<file path="config.mk">
export PLATFORM = sky130hd
export DESIGN_NAME = reg_wb_sched_flat
export DESIGN_NICKNAME = d
export VERILOG_FILES = /design/src/rtl/reg_wb_sched_if.sv /design/src/rtl/reg_wb_sched.sv /design/src/flat_wrapper.sv
export SDC_FILE = /design/constraint.sdc
export NUM_CORES = 1
export LEC_CHECK = 0
export CORE_MARGIN = 1.5
export CORE_UTILIZATION = 30
export CTS_CLUSTER_SIZE = 25
export DETAILED_ROUTE_END_ITERATION = 10
export SYNTH_ARGS = -nofsm -noshare
export SYNTH_HDL_FRONTEND = slang
export SYNTH_SLANG_ARGS = --single-unit
</file>
<file path="constraint.sdc">
create_clock -name clk -period 5.05 [get_ports clk]
set_input_delay 1.01 -clock clk [delete_from_list [all_inputs] [get_ports clk]]
set_output_delay 1.01 -clock clk [all_outputs]
set_load 0.05 [all_outputs]
</file>
<file path="src/rtl/reg_wb_sched_if.sv">
// Bus bundle between the WB stage / multicycle unit, the issue logic and the
// register-file write port. The slave modport is the scheduler's view.
interface reg_wb_sched_if;
    logic        pipe_we;
    logic [4:0]  pipe_reg;
    logic [31:0] pipe_data;
    logic        mc_valid;
    logic [4:0]  mc_reg;
    logic [31:0] mc_data;
    logic        mc_ready;
    logic        iss_valid;
    logic [4:0]  iss_rd;
    logic [4:0]  iss_rs;
    logic [4:0]  iss_rt;
    logic        iss_stall;
    logic        pipe_hold;
    logic [31:0] wr_data;
    logic [4:0]  wr_reg;
    logic        reg_write;
    logic [31:0] busy;

    modport slave (
        input  pipe_we, pipe_reg, pipe_data,
        input  mc_valid, mc_reg, mc_data,
        output mc_ready,
        input  iss_valid, iss_rd, iss_rs, iss_rt,
        output iss_stall, pipe_hold,
        output wr_data, wr_reg, reg_write, busy
    );

    modport master (
        output pipe_we, pipe_reg, pipe_data,
        output mc_valid, mc_reg, mc_data,
        input  mc_ready,
        output iss_valid, iss_rd, iss_rs, iss_rt,
        input  iss_stall, pipe_hold,
        input  wr_data, wr_reg, reg_write, busy
    );
endinterface

</file>
<file path="src/rtl/reg_wb_sched.sv">
// Register-file write-port scheduler: pipeline writeback has fixed priority,
// multicycle results queue in a small FIFO, a busy scoreboard produces the
// issue stall, and a starvation FSM requests pipeline hold when the FIFO head
// is blocked too long.
module reg_wb_sched #(
    parameter int unsigned MC_DEPTH     = 2,
    parameter int unsigned STARVE_LIMIT = 4
) (
    input  logic           clk,
    input  logic           rst,
    reg_wb_sched_if.slave  bus
);

    localparam int unsigned AW = $clog2(MC_DEPTH);
    localparam int unsigned CW = AW + 1;
    localparam int unsigned SW = $clog2(STARVE_LIMIT) + 1;
    localparam logic [CW-1:0] FULL_CNT = CW'(MC_DEPTH);
    localparam logic [SW-1:0] LAST_CNT = SW'(STARVE_LIMIT - 1);

    typedef enum logic [1:0] {
        IDLE,
        WAIT,
        STARVED
    } state_t;

    logic [4:0]    mem_reg  [MC_DEPTH];
    logic [31:0]   mem_data [MC_DEPTH];
    logic [AW-1:0] wr_ptr;
    logic [AW-1:0] rd_ptr;
    logic [CW-1:0] count;
    logic [CW-1:0] count_next;

    logic          pipe_act;
    logic          fifo_empty;
    logic          fifo_ready;
    logic          push;
    logic          pop;
    logic          blocked;
    logic          stall;
    logic          iss_fire;
    logic [4:0]    head_reg;
    logic [31:0]   head_data;

    logic [31:0]   busy_q;
    logic [31:0]   set_mask;
    logic [31:0]   clr_mask;

    logic          reg_write_q;
    logic [4:0]    wr_reg_q;
    logic [31:0]   wr_data_q;

    state_t        state;
    logic [SW-1:0] starve_cnt;
    logic          hold_q;

    assign pipe_act   = bus.pipe_we & (bus.pipe_reg != '0);
    assign fifo_empty = (count == '0);
    assign fifo_ready = (count != FULL_CNT);
    // r0 results complete the handshake but never enter the FIFO
    assign push       = bus.mc_valid & fifo_ready & (bus.mc_reg != '0);
    assign pop        = ~pipe_act & ~fifo_empty;
    assign blocked    = pipe_act & ~fifo_empty;
    assign head_reg   = mem_reg[rd_ptr];
    assign head_data  = mem_data[rd_ptr];

    // busy[0] is never set, so r0 operands never stall
    assign stall    = bus.iss_valid &
                      (busy_q[bus.iss_rs] | busy_q[bus.iss_rt] | busy_q[bus.iss_rd]);
    assign iss_fire = bus.iss_valid & ~stall;

    assign bus.mc_ready  = fifo_ready;
    assign bus.iss_stall = stall;
    assign bus.pipe_hold = hold_q;
    assign bus.wr_data   = wr_data_q;
    assign bus.wr_reg    = wr_reg_q;
    assign bus.reg_write = reg_write_q;
    assign bus.busy      = busy_q;

    // FIFO occupancy after this edge, used by the starvation FSM
    always_comb begin
        count_next = count;
        case ({push, pop})
            2'b10:   count_next = count + 1'b1;
            2'b01:   count_next = count - 1'b1;
            default: count_next = count;
        endcase
    end

    // Scoreboard set/clear masks for this cycle
    always_comb begin
        set_mask = '0;
        clr_mask = '0;
        if (iss_fire && (bus.iss_rd != '0)) begin
            set_mask[bus.iss_rd] = 1'b1;
        end
        if (pop) begin
            clr_mask[head_reg] = 1'b1;
        end
    end

    // Multicycle result FIFO storage and pointers
    always_ff @(posedge clk) begin
        if (rst) begin
            wr_ptr <= '0;
            rd_ptr <= '0;
            count  <= '0;
        end else begin
            if (push) begin
                mem_reg[wr_ptr]  <= bus.mc_reg;
                mem_data[wr_ptr] <= bus.mc_data;
                wr_ptr           <= wr_ptr + 1'b1;
            end
            if (pop) begin
                rd_ptr <= rd_ptr + 1'b1;
            end
            count <= count_next;
        end
    end

    // Write-port arbitration: pipeline first, then FIFO head
    always_ff @(posedge clk) begin
        if (rst) begin
            reg_write_q <= 1'b0;
            wr_reg_q    <= '0;
            wr_data_q   <= '0;
        end else if (pipe_act) begin
            reg_write_q <= 1'b1;
            wr_reg_q    <= bus.pipe_reg;
            wr_data_q   <= bus.pipe_data;
        end else if (pop) begin
            reg_write_q <= 1'b1;
            wr_reg_q    <= head_reg;
            wr_data_q   <= head_data;
        end else begin
            reg_write_q <= 1'b0;
        end
    end

    // Busy scoreboard; a same-cycle set overrides a clear
    always_ff @(posedge clk) begin
        if (rst) begin
            busy_q <= '0;
        end else begin
            busy_q <= (busy_q & ~clr_mask) | set_mask;
        end
    end

    // Starvation FSM: counts consecutive cycles the FIFO head loses arbitration.
    // IDLE and WAIT share the counting path; IDLE simply starts from zero, so the
    // first blocked cycle after a push into an empty FIFO is counted as well.
    always_ff @(posedge clk) begin
        if (rst) begin
            state      <= IDLE;
            starve_cnt <= '0;
            hold_q     <= 1'b0;
        end else if (count_next == '0) begin
            state      <= IDLE;
            starve_cnt <= '0;
            hold_q     <= 1'b0;
        end else begin
            case (state)
                IDLE, WAIT: begin
                    if (blocked) begin
                        if (starve_cnt == LAST_CNT) begin
                            state      <= STARVED;
                            starve_cnt <= '0;
                            hold_q     <= 1'b1;
                        end else begin
                            state      <= WAIT;
                            starve_cnt <= starve_cnt + 1'b1;
                            hold_q     <= 1'b0;
                        end
                    end else begin
                        state      <= WAIT;
                        starve_cnt <= '0;
                        hold_q     <= 1'b0;
                    end
                end
                STARVED: begin
                    if (pop) begin
                        state      <= WAIT;
                        starve_cnt <= '0;
                        hold_q     <= 1'b0;
                    end else begin
                        state      <= STARVED;
                        hold_q     <= 1'b1;
                    end
                end
                default: begin
                    state      <= IDLE;
                    starve_cnt <= '0;
                    hold_q     <= 1'b0;
                end
            endcase
        end
    end

endmodule

</file>
<file path="src/flat_wrapper.sv">
// flat-port wrapper written by rule: the top's interface ports become plain ports
module reg_wb_sched_flat 
#(
    parameter int unsigned MC_DEPTH     = 2,
    parameter int unsigned STARVE_LIMIT = 4
)
  (clk, rst, bus_pipe_we, bus_pipe_reg, bus_pipe_data, bus_mc_valid, bus_mc_reg, bus_mc_data, bus_mc_ready, bus_iss_valid, bus_iss_rd, bus_iss_rs, bus_iss_rt, bus_iss_stall, bus_pipe_hold, bus_wr_data, bus_wr_reg, bus_reg_write, bus_busy);
  reg_wb_sched_if bus_i ();
  input  logic clk;
  input  logic rst;
  input wire logic [$bits(bus_i.pipe_we)-1:0] bus_pipe_we;
  input wire logic [$bits(bus_i.pipe_reg)-1:0] bus_pipe_reg;
  input wire logic [$bits(bus_i.pipe_data)-1:0] bus_pipe_data;
  input wire logic [$bits(bus_i.mc_valid)-1:0] bus_mc_valid;
  input wire logic [$bits(bus_i.mc_reg)-1:0] bus_mc_reg;
  input wire logic [$bits(bus_i.mc_data)-1:0] bus_mc_data;
  output wire logic [$bits(bus_i.mc_ready)-1:0] bus_mc_ready;
  input wire logic [$bits(bus_i.iss_valid)-1:0] bus_iss_valid;
  input wire logic [$bits(bus_i.iss_rd)-1:0] bus_iss_rd;
  input wire logic [$bits(bus_i.iss_rs)-1:0] bus_iss_rs;
  input wire logic [$bits(bus_i.iss_rt)-1:0] bus_iss_rt;
  output wire logic [$bits(bus_i.iss_stall)-1:0] bus_iss_stall;
  output wire logic [$bits(bus_i.pipe_hold)-1:0] bus_pipe_hold;
  output wire logic [$bits(bus_i.wr_data)-1:0] bus_wr_data;
  output wire logic [$bits(bus_i.wr_reg)-1:0] bus_wr_reg;
  output wire logic [$bits(bus_i.reg_write)-1:0] bus_reg_write;
  output wire logic [$bits(bus_i.busy)-1:0] bus_busy;
  assign bus_i.pipe_we = bus_pipe_we;
  assign bus_i.pipe_reg = bus_pipe_reg;
  assign bus_i.pipe_data = bus_pipe_data;
  assign bus_i.mc_valid = bus_mc_valid;
  assign bus_i.mc_reg = bus_mc_reg;
  assign bus_i.mc_data = bus_mc_data;
  assign bus_mc_ready = bus_i.mc_ready;
  assign bus_i.iss_valid = bus_iss_valid;
  assign bus_i.iss_rd = bus_iss_rd;
  assign bus_i.iss_rs = bus_iss_rs;
  assign bus_i.iss_rt = bus_iss_rt;
  assign bus_iss_stall = bus_i.iss_stall;
  assign bus_pipe_hold = bus_i.pipe_hold;
  assign bus_wr_data = bus_i.wr_data;
  assign bus_wr_reg = bus_i.wr_reg;
  assign bus_reg_write = bus_i.reg_write;
  assign bus_busy = bus_i.busy;
  reg_wb_sched #(.MC_DEPTH(MC_DEPTH), .STARVE_LIMIT(STARVE_LIMIT)) u_core (.clk(clk), .rst(rst), .bus(bus_i));
endmodule
</file>
Word-level counts from Yosys, hierarchy flattened
Memories as Yosys holds them, arrays and structs flattened. A register that Yosys moved wholly into a read port is not among the register bits.
Cells that the tools add are included.
W data, S select, Z words.
{"block": "totals", "out_inout_bits": 73, "mem_bits_rw": 74, "inputBits": 94, "mem_count": 2, "regBits": 80, "wordCells": 95}
{"block": "op_classes", "n_lt_le_gt_ge": 6, "reduce_logical": 12, "addsub": 5, "n_mux": 38, "bitwise_logic": 15, "n_eq_ne": 7}
{"memory": "u_core.mem_data", "depth": 2, "width": 32, "read_ports": 1, "rd_ports_with_merged_regs": 1, "write_ports": 1, "line": "reg_wb_sched.sv:27", "text": "logic [31:0] mem_data [MC_DEPTH];"}
{"memory": "u_core.mem_reg", "depth": 2, "width": 5, "read_ports": 1, "rd_ports_with_merged_regs": 1, "write_ports": 1, "line": "reg_wb_sched.sv:26", "text": "logic [4:0] mem_reg [MC_DEPTH];"}
{"operator": "$mux W32", "count": 4}
{"operator": "$and A32 B32 Y32", "count": 1}
{"operator": "$not A32 Y32", "count": 1}
{"operator": "$or A32 B32 Y32", "count": 1}
{"operator": "$lt A5 B6 Y1 const B", "count": 4}
{"operator": "$mux W1", "count": 17}
{"operator": "$bmux W1 S5", "count": 3}
{"operator": "$reduce_bool A5 Y1", "count": 3}
{"operator": "$demux W1 S5", "count": 2}
{"operator": "$ge A5 B1 Y1 const B", "count": 2}
{"operator": "$mux W5", "count": 2}
{"operator": "$mux W3", "count": 3}
{"operator": "$pmux W2 S2", "count": 2}
{"operator": "$and A1 B1 Y1", "count": 7}
{"operator": "$logic_not A2 Y1", "count": 3}
{"operator": "$mux W2", "count": 3}
{"operator": "$pmux W3 S2", "count": 1}
{"operator": "$eq A2 B1 Y1 const B", "count": 2}
{"operator": "$eq A2 B2 Y1 const B", "count": 2}
{"operator": "$reduce_or A2 Y1", "count": 2}
{"operator": "$add A3 B1 Y3 const B", "count": 1}
{"operator": "$eq A3 B2 Y1 const B", "count": 1}
{"operator": "$logic_and A1 B1 Y1", "count": 3}
{"operator": "$not A1 Y1", "count": 3}
{"operator": "8 further kinds", "count": 10}

Depth between registers and ports, before layout
Gate-level depths: netlist of the first run.
{"block": "logic_depth", "depth_word": 10, "mapped_depth": 10, "mapped_depth_nobuf": 9}

Least setup slack after synthesis of the first run
No wires, ideal clock.
{"block": "synth_timing", "path_kind": "input -> register", "from": "input rst", "to": "memory u_core.mem_data[1][0] (enable)", "setup_ps": 485, "arrival_ps": 4101, "required_time_ps": 4565, "slack_ps": 464, "stages": 3, "path_cell_list": "buf_6 clkbuf_1 nor3b_1"}
{"block": "synth_between", "elab_chain_cells": 2}
{"element": "from (decl)", "line": "flat_wrapper.sv:10", "text": "input logic rst;"}
{"element": "$mux W1", "line": "reg_wb_sched.sv:103", "text": "if (rst) begin"}
{"element": "$mux W1 (implied by the code)", "line": "reg_wb_sched.sv:110", "text": "mem_data[wr_ptr] <= bus.mc_data;"}
{"element": "to (decl)", "line": "reg_wb_sched.sv:27"}
No other way between the ends.

Worst setup path after layout of the first run
{"block": "layout_timing", "from": "input bus_iss_rs[1]", "to": "output bus_iss_stall"}
{"block": "layout_between", "elab_chain_cells": 5}
{"element": "from (decl)", "line": "flat_wrapper.sv:20", "text": "input wire logic [$bits(bus_i.iss_rs)-1:0] bus_iss_rs;"}
{"element": "$bmux W1 S5", "line": "reg_wb_sched.sv:68", "text": "(busy_q[bus.iss_rs] | busy_q[bus.iss_rt] | busy_q[bus.iss_rd]);"}
{"element": "$mux W1 (implied by the code)", "line": "reg_wb_sched.sv:68"}
{"element": "$or A1 B1 Y1 (2 in series)", "line": "reg_wb_sched.sv:68"}
{"element": "$and A1 B1 Y1", "line": "reg_wb_sched.sv:67", "text": "assign stall = bus.iss_valid &"}
{"element": "to (decl)", "line": "flat_wrapper.sv:22", "text": "output wire logic [$bits(bus_i.iss_stall)-1:0] bus_iss_stall;"}
No other way between the ends. The select of a mux whose other input is x is not followed.

==> results of run 1 <==
-- metal layers --
| layer | vias up | track usage | part of all wire |
|---|---|---|---|
| li1 | 2796 | - | - |
| met1 | 2791 | 0.221 | 0.45 |
| met2 | 247 | 0.241 | 0.43 |
| met3 | 21 | 0.0701 | 0.11 |
| met4 | 2 | 0.0445 | 0.011 |
| met5 | - | 0 | 0.00064 |
-- Yosys cell counts, types with 6 or more instances --
library cell	count
nand2b_1	7
o21ai_0	33
a21oi_1	45
nand2_1	20
nand3_1	10
mux2i_1	61
buf_6	10
inv_1	8
nor2_1	105
clkbuf_1	27
nor2b_1	29
edfxtp_1	74
dfxtp_1	80
nor3b_1	6
o41ai_1	31
a211oi_1	37
mux4_2	9
a22oi_1	6
and2b_1	8
-- worst reg2reg max path, delay by kind of cell, from the launching register on --
kind | cells | cell delay (ns)
mux | 1 | 0.50
flops | 1 | 0.38
simple gates | 3 | 0.73
compound gates | 2 | 0.57
buf+inv | 1 | 0.25
-- worst max-delay path by stage --
stage / to / start / slack (ns)
floorplan: u_core.mem_data[1][0] / rst / 0.46
global placement: bus_iss_stall / bus_iss_rs[1] / 0.40
CTS: bus_iss_stall / bus_iss_rs[1] / 0.35
detailed placement: bus_iss_stall / bus_iss_rs[1] / 0.35
global route: bus_iss_stall / bus_iss_rs[1] / 0.27
finish: bus_iss_stall / bus_iss_rs[1] / 0.35
-- logic make-up (layout without fill, tap and decap cells) --
group | count (synthesis) | after routing
muxes | 75 | 75
DFF | 154 | 154
and+or+nand+nor | 212 | 212
AOI/OAI and AO/OA | 167 | 167
other | 0 | 1
buffers and inverters | 53 | 216
xor gates and xnor gates | 4 | 4
adders and majority gates | 2 | 2
-- metrics by stage --
stage,power [mW],instance area [sq um],worst slack [ns]
after CTS,4.25,9710,0.345
after global placement,2.93,9110,0.395
after floorplan,2.52,7210,0.464
after detailed placement,2.94,9110,0.351
final,4.20,9710,0.351
after global routing,4.42,9710,0.272
-- area by class of cell --
| class | count | area (sq um) |
|---|---|---|
| Multi-Input combinational cell | 460 | 3120 |
| Timing Repair Buffer | 177 | 1740 |
| Tap cell | 319 | 399 |
| Clock buffer | 19 | 453 |
| Antenna cell | 1 | 2.50 |
| Clock inverter | 12 | 149 |
| Inverter | 8 | 30.0 |
| Sequential cell | 154 | 3820 |
| Fill cell | 2323 | 13800 |
-- cell usage in the layout, fill, tap and decap left out, types with 4 or more instances in the layout --
cell type	n
inv_1	8
and2b_1	8
nor3_1	4
a22oi_1	6
or3_1	5
mux4_2	9
buf_4	12
nor3b_1	5
edfxtp_1	74
o41ai_1	31
o21ai_0	33
nor2_1	105
clkbuf_16	17
a211oi_1	37
nand2b_1	7
nand2_1	20
nor2b_1	29
nand3_1	10
dfxtp_1	79
a21oi_1	45
clkdlybuf4s50_1	164
clkinv_2	5
nand3b_1	4
mux2i_1	61
-- power by group through the flow --
stage / registers [mW] / clock network, mW / logic [mW]
3_3_place_gp: 1.59 / 0 / 1.34
2_1_floorplan: 1.80 / 0 / 0.722
4_1_cts: 1.57 / 1.33 / 1.36
6_report: 1.57 / 1.30 / 1.33
3_5_place_dp: 1.59 / 0 / 1.35
5_1_grt: 1.59 / 1.37 / 1.46
==> metrics.cfg, run 1 <==
[clock_tree]
clkLatencyLatePin_ns=0.42
cts_sinks=154
cts_buffers=17
ctsResizeCount=0
cts_buffer_depth=2
clockRootBuffer=clkbuf_16
post_cts_buffers=0
clk_pin_slew_worst_paths_ns=0.06
ctsHoldBuffers=0
cts_htree_levels=4
cts_tree=done

[final_layout]
final_util=0.412
final-instance-count-excl-fill=1150
fin_nets=914
top_register=u_core.mem_data
largest_reg_flops=64
areaGrowthSynthToFinish_pct=34.6
drive_above_1_share=0.0771

[power]
peakVddDrop_uv=272
seqPwrFrac=0.373
p_int_mw=2.75
leakagePower_nw=3.34
p_sw_frac=0.345
p_clk_frac=0.310
power_density_mw_per_mm2=432
pwr-share-comb=0.317
power_switching_mw=1.45

[synthesis]
ys_seq_area_frac=0.530
synth_area_leaders=edfxtp_1 (31%), dfxtp_1 (22%), mux2i_1 (8.5%)
synth_fa_ha_area_frac=0.00347
synth_area_per_cell_sq_um=10.8
yosysTopAreaCellShare=0.308
ys_types=51
mappedNetlistNets=763
yosysWarnings=0
ys_seq_elements=154
synth_top_family_by_area=compound AO/OA/AOI/OAI gates
muxShareOfSynthArea=0.127
synth_simple_gate_area_frac=0.144
synth_edf_count=74
synth_xor_xnor_area_share=0.00486
synth_top_cell_by_area=edfxtp_1
synth-async-reset-ratio=0
synth-compound-area-share=0.152
syn-instance-count=667
syn_area_sq_mm=0.00721
synthFlopType=dfxtp_1

[sta]
finalWorstPathRequiredPeriod_ns=4.70
slew_headroom=0.261
fmax_mhz=213
worst_hold_slack_ns=0.468
hold_violations=0
setup_viol=0
tightest_slew_ns=1.11
fin_skew_ns=0.00721
drv_slew=0
tns_ns=0
finalCritPeriodShare=0.931
rsz0062_at_grt=no

[placement]
dp_hpwl_microns=13900
portBuffers=166
place_inst=1118
place_congestion=0.867

[detailed_routing]
drtIter0Drc=440
drc=0
routed_via_density=5.09
ant_nets=0
vias=5857
firstDrtPassIters=4
routed_wirelength_microns=20300
wire_per_inst_microns=17.6

[worst_setup_path]
path_buf_inv=2
r2r_cells=7
r2r_end=u_core.bus.busy[30]
slowest_delay_ns=0.74
slowest_stage=clkdlybuf4s50_1
crit_path_start_kind=primary input
critical_path_arrival_ns=3.69
r2r_slack_ns=2.52
critPathCaptureType=output pin
worstSetupPathType=primary input to output pin
crit_fanout=10
critical_path_depth=7
cp_cell_sequence=clkdlybuf4s50_1, mux4_4, nand4b_1, nand3_1, or4_4, o31a_2, buf_4
cp.required_ns=4.04
r2r-start=u_core.bus.busy[19]
crit_family=buffers and inverters

[floorplan]
die-area_sq_mm=0.0250
die_y_microns=158
dieWidth_microns=158
core-area_sq_mm=0.0235
fp-row-count=56
pin_count=167
start_util=0.306

[run]
maxCapViolCount=0

[outcome]
outcome=finished, final reports clean

[global_routing]
overflow=0
antenna_found_initial=1
grt_pass1_vias=5601
grt_pass1_wl_microns=31300
grt_max_degree=77
grt_usage=0.164

[worst_hold_path]
hold_start=u_core.starve_cnt[2]
min_path_type=flop to flop
hold_path_end=u_core.starve_cnt[2]
hold_depth=2

No activity file was read; power rests on OpenSTA's default activity.
==> run 2, diff against run 1 <==
- CTS_CLUSTER_SIZE: 25 -> 24
- PLACE_DENSITY: unset -> 0.63
- RECOVER_POWER: unset -> 100
==> metrics.cfg, run 2 (same netlist as run 1, synthesis figures left out) <==
[sta]
fmax_mhz=209  ; -2.0%
rsz0062_at_grt=no
drv_slew=153  ; +153
slew_headroom=-0.575  ; -0.836
tightest_slew_ns=2.36  ; +1.25 ns
finalCritPeriodShare=0.949  ; +0.0185
tns_ns=0  ; unchanged
setup_viol=0  ; unchanged
setup_ws_ns=0.257  ; -0.0936 ns
hold_violations=0  ; unchanged
fin_skew_ns=0.00919  ; +0.00198 ns
finalWorstPathRequiredPeriod_ns=4.79  ; +0.0936 ns

[floorplan]
pin_count=167  ; unchanged
start_util=0.306  ; unchanged
fp-row-count=56  ; unchanged
dieWidth_microns=158  ; unchanged
die_y_microns=158  ; unchanged
die-area_sq_mm=0.0250  ; unchanged
core-area_sq_mm=0.0235  ; unchanged

[detailed_routing]
dr.max_layer_used=met5
ant_nets=0  ; unchanged
routed_via_density=5.12  ; +0.47%
drtIter0Drc=390  ; -11%
routed-wl-met2_microns=9130  ; +6.0%
routed_wirelength_microns=20600  ; +1.6%
firstDrtPassIters=5  ; +1
drc=0  ; unchanged
met1_length_microns=8980  ; -2.0%
dr_wl_met3_microns=2230  ; -1.5%
vias=5900  ; +0.73%
wire_per_inst_microns=17.9  ; +1.4%

[power]
peakVddDrop_uv=268  ; -1.2%
power_density_mw_per_mm2=425  ; -1.8%
leakagePower_nw=3.50  ; +4.8%
total_power_mw=4.10  ; -2.3%

[worst_setup_path]
critical_path_arrival_ns=3.78  ; +0.09 ns
r2r-start=u_core.count[0]
crit_path_start_kind=primary input
r2r_cells=4  ; -3
crit_path_start=bus_iss_rs[1]
cp.required_ns=4.04  ; about the same
worstSetupPathType=primary input to output pin
crit_fanout=10  ; unchanged
critPathCaptureType=output pin

[placement]
place_congestion=0.865  ; -0.20%
place_ws_ns=0.348  ; -0.00340 ns
place_inst=1118  ; unchanged
dp_hpwl_microns=14000  ; +0.87%
portBuffers=166  ; unchanged

[final_layout]
top_register=u_core.mem_data
final_cell_mix=dlygate4sd3_1 (111), nor2_1 (105), dfxtp_1 (79), edfxtp_1 (74), mux2i_1 (61)
final-instance-count-excl-fill=1153  ; +0.26%
drive_above_1_share=0.0698  ; -0.00731
largest_reg_flops=64  ; unchanged
fin_nets=914  ; unchanged
final_util=0.410  ; -0.00223
mostFrequentLayoutCell=dlygate4sd3_1
areaGrowthSynthToFinish_pct=33.9

[worst_hold_path]
min_path_type=flop to flop
hold_depth=2  ; unchanged
hold_start=u_core.starve_cnt[2]

[outcome]
outcome=finished, violations left
failed_checks=capacitance limit, slew limit

[global_routing]
grt_max_degree=77  ; unchanged
overflow=0  ; unchanged
grt_pass1_wl_microns=32500  ; +4.0%
grt_pass1_vias=5830  ; +4.1%
antenna_found_initial=6  ; +5
grt_usage=0.171  ; +0.00696

[clock_tree]
cts_buffer_depth=2  ; unchanged
post_cts_buffers=0  ; unchanged
ctsResizeCount=0  ; unchanged
cts_buffers=17  ; unchanged
clockRootBuffer=clkbuf_16
clkLatencyLatePin_ns=0.43  ; about the same
cts_htree_levels=4  ; unchanged
cts_sinks=154  ; unchanged
cts_tree=done
ctsHoldBuffers=0  ; unchanged
clk_pin_slew_worst_paths_ns=0.06  ; about the same

[run]
maxCapViolCount=3  ; +3

## run 2: final timing paths
path,slack [ns],end
min,0.45,u_core.starve_cnt[2]
min reg2reg,0.45,u_core.starve_cnt[2]
max reg2reg,1.93,u_core.mem_data[1][3]
max,0.26,bus_iss_stall
## run 2: layout make-up
type,count,area (sq um)
Clock buffer,17,425
Timing Repair Buffer,177,1720
Clock inverter,15,140
Antenna cell,3,7.51
Sequential cell,154,3820
Fill cell,2343,13900
Inverter,8,30.0
Tap cell,319,399
Multi-Input combinational cell,460,3110
## run 2: routing by layer
layer / GRT usage / up-vias
met5: 0 / -
met4: 0.0521 / 6
met3: 0.0709 / 26
met2: 0.260 / 231
met1: 0.222 / 2824
li1: - / 2813
## run 2: through the flow
stage | hold WS [ns] | cell area [sq um]
6_report | 0.453 | 9660
5_1_grt | 0.482 | 9650
4_1_cts | 0.455 | 9670
3_5_place_dp | 0.444 | 9110
3_3_place_gp | 0.440 | 9110
2_1_floorplan | 0.429 | 7210
## run 2: report_power, final
group          switching [mW]  internal (mW)
clock network           0.536          0.686
registers              0.0680           1.47
logic                   0.889          0.451
total                    1.49           2.61
## run 2: critical path: stages
cell	delay [ns]
dlygate4sd3_1	0.80
mux4_4	0.69
nand4b_1	0.11
nand3_1	0.08
or4_1	0.51
o31a_2	0.38
buf_4	0.19
==> run 3, diff against run 2 <==
==> constraint.sdc (replaced) <==
create_clock -name clk -period 5.05 [get_ports clk]
set_input_delay 0.505 -clock clk [delete_from_list [all_inputs] [get_ports clk]]
set_output_delay 0.505 -clock clk [all_outputs]
set_load 0.05 [all_outputs]
==> metrics.cfg, run 3 (same netlist as run 1, synthesis figures left out) <==
[outcome]
outcome=finished, violations left
failed_checks=capacitance limit, slew limit

[sta]
hold_violations=0  ; unchanged
tns_ns=0  ; unchanged
finalWorstPathRequiredPeriod_ns=4.41  ; -0.386 ns
fmax_mhz=227  ; +8.8%
fin_skew_ns=0.0111  ; +0.00194 ns
rsz0062_at_grt=no
drv_slew=153  ; unchanged
worst_hold_slack_ns=0.451  ; -0.00131 ns
setup_viol=0  ; unchanged
finalCritPeriodShare=0.873  ; -0.0765
slew_headroom=-1.21  ; -0.633
tightest_slew_ns=3.31  ; +0.950 ns

[detailed_routing]
routed_wirelength_microns=20400  ; -1.0%
wire_per_inst_microns=17.7  ; -0.69%
drtIter0Drc=403  ; +3.3%
firstDrtPassIters=4  ; -1
vias=5849  ; -0.86%
ant_nets=0  ; unchanged
routed_via_density=5.09  ; -0.52%
drc=0  ; unchanged

[worst_setup_path]
r2r_slack_ns=1.95  ; +0.02 ns
crit_path_start_kind=primary input
crit_fanout=10  ; unchanged
r2r_cells=4  ; unchanged
worstSetupPathType=primary input to output pin
cp.required_ns=4.55  ; +0.51 ns
r2r-start=u_core.count[0]
critPathCaptureType=output pin
critical_path_arrival_ns=3.90  ; +0.12 ns
r2r_end=u_core.mem_data[1][7]

[floorplan]
start_util=0.306  ; unchanged
die_y_microns=158  ; unchanged
fp-row-count=56  ; unchanged
die-area_sq_mm=0.0250  ; unchanged
dieWidth_microns=158  ; unchanged
core-area_sq_mm=0.0235  ; unchanged
pin_count=167  ; unchanged

[clock_tree]
clockRootBuffer=clkbuf_16
cts_htree_levels=4  ; unchanged
post_cts_buffers=0  ; unchanged
clk_pin_slew_worst_paths_ns=0.06  ; about the same
clkLatencyLatePin_ns=0.42  ; about the same
ctsResizeCount=0  ; unchanged
cts_buffers=17  ; unchanged
cts_buffer_depth=2  ; unchanged
cts_tree=done
cts_sinks=154  ; unchanged
ctsHoldBuffers=0  ; unchanged

[power]
power_density_mw_per_mm2=432  ; +1.7%
total_power_mw=4.18  ; +2.0%
peakVddDrop_uv=298  ; +11%
leakagePower_nw=3.52  ; +0.57%

[final_layout]
drive_above_1_share=0.0639  ; -0.00586
fin_nets=913  ; -0.11%
largest_reg_flops=64  ; unchanged
final_cell_mix=dlygate4sd3_1 (112), nor2_1 (105), dfxtp_1 (79), edfxtp_1 (74), mux2i_1 (61)
top_register=u_core.mem_data
fillers=2367  ; +1.0%
mostFrequentLayoutCell=dlygate4sd3_1
areaGrowthSynthToFinish_pct=34.3

[worst_hold_path]
hold_start=u_core.starve_cnt[2]
hold_depth=2  ; unchanged
min_path_type=flop to flop
hold_path_end=u_core.starve_cnt[2]

[global_routing]
antenna_found_initial=5  ; -1
grt_pass1_wl_microns=31800  ; -2.0%
grt_usage=0.168  ; -0.00348
grt_pass1_vias=5638  ; -3.3%
grt_max_degree=77  ; unchanged
overflow=0  ; unchanged

[placement]
dp_hpwl_microns=13900  ; -0.65%
place_congestion=0.862  ; -0.30%
portBuffers=166  ; unchanged

[run]
maxCapViolCount=3  ; unchanged

run 3: how the worst max path moves through the flow:
stage,slack (ns),end,from,depth (start not counted)
after global placement,0.81,bus_iss_stall,bus_iss_rs[0],8
after floorplan,0.65,u_core.mem_data[1][0],u_core.count[0],3
final,0.64,bus_iss_stall,bus_iss_rs[0],8
after CTS,0.80,bus_iss_stall,bus_iss_rs[0],8
after detailed placement,0.81,bus_iss_stall,bus_iss_rs[0],8
after global routing,0.53,u_core.starve_cnt[0],bus_pipe_reg[1],8
run 3: worst max-delay path, stage by stage:
cell and delay (ns):
dlygate4sd3_1 0.84, mux4_2 0.55, nor4bb_1 0.14, a21oi_1 0.13
nand3_1 0.09, or4_1 0.51, o31a_2 0.38, dlygate4sd3_1 0.76
run 3: power breakdown:
part | total, mW | leakage, nW | internal (mW) | switching (mW)
logic | 1.33 | 1.90 | 0.451 | 0.877
registers | 1.54 | 1.33 | 1.47 | 0.0665
clock network | 1.32 | 0.293 | 0.823 | 0.494
total | 4.18 | 3.52 | 2.74 | 1.44
run 3: final cells by class:
cell class / count / area [sq um] / area share
tap: 319 / 399 / 0.0412
clock buffer: 19 / 433 / 0.0447
sequential: 154 / 3820 / 0.395
inverter: 8 / 30.0 / 0.00310
multi-input combinational: 460 / 3110 / 0.321
antenna: 1 / 2.50 / 0.000258
timing repair buffer: 176 / 1710 / 0.177
clock inverter: 12 / 176 / 0.0182
run 3: per-stage QoR:
stage	instance area, sq um	utilization	worst slack [ns]	std cells
final	9690	0.411	0.644	1149
after global routing	9680	0.411	0.529	1148
after CTS	9710	0.412	0.796	1148
after detailed placement	9100	0.387	0.807	1117
after global placement	9100	0.387	0.809	1117
after floorplan	7210	-	0.650	667
run 3: routing by layer:
layer  wire, microns  GRT usage
met5              56          0
met4             182     0.0521
met3            2090     0.0684
met2            9060      0.255
met1            9000      0.217
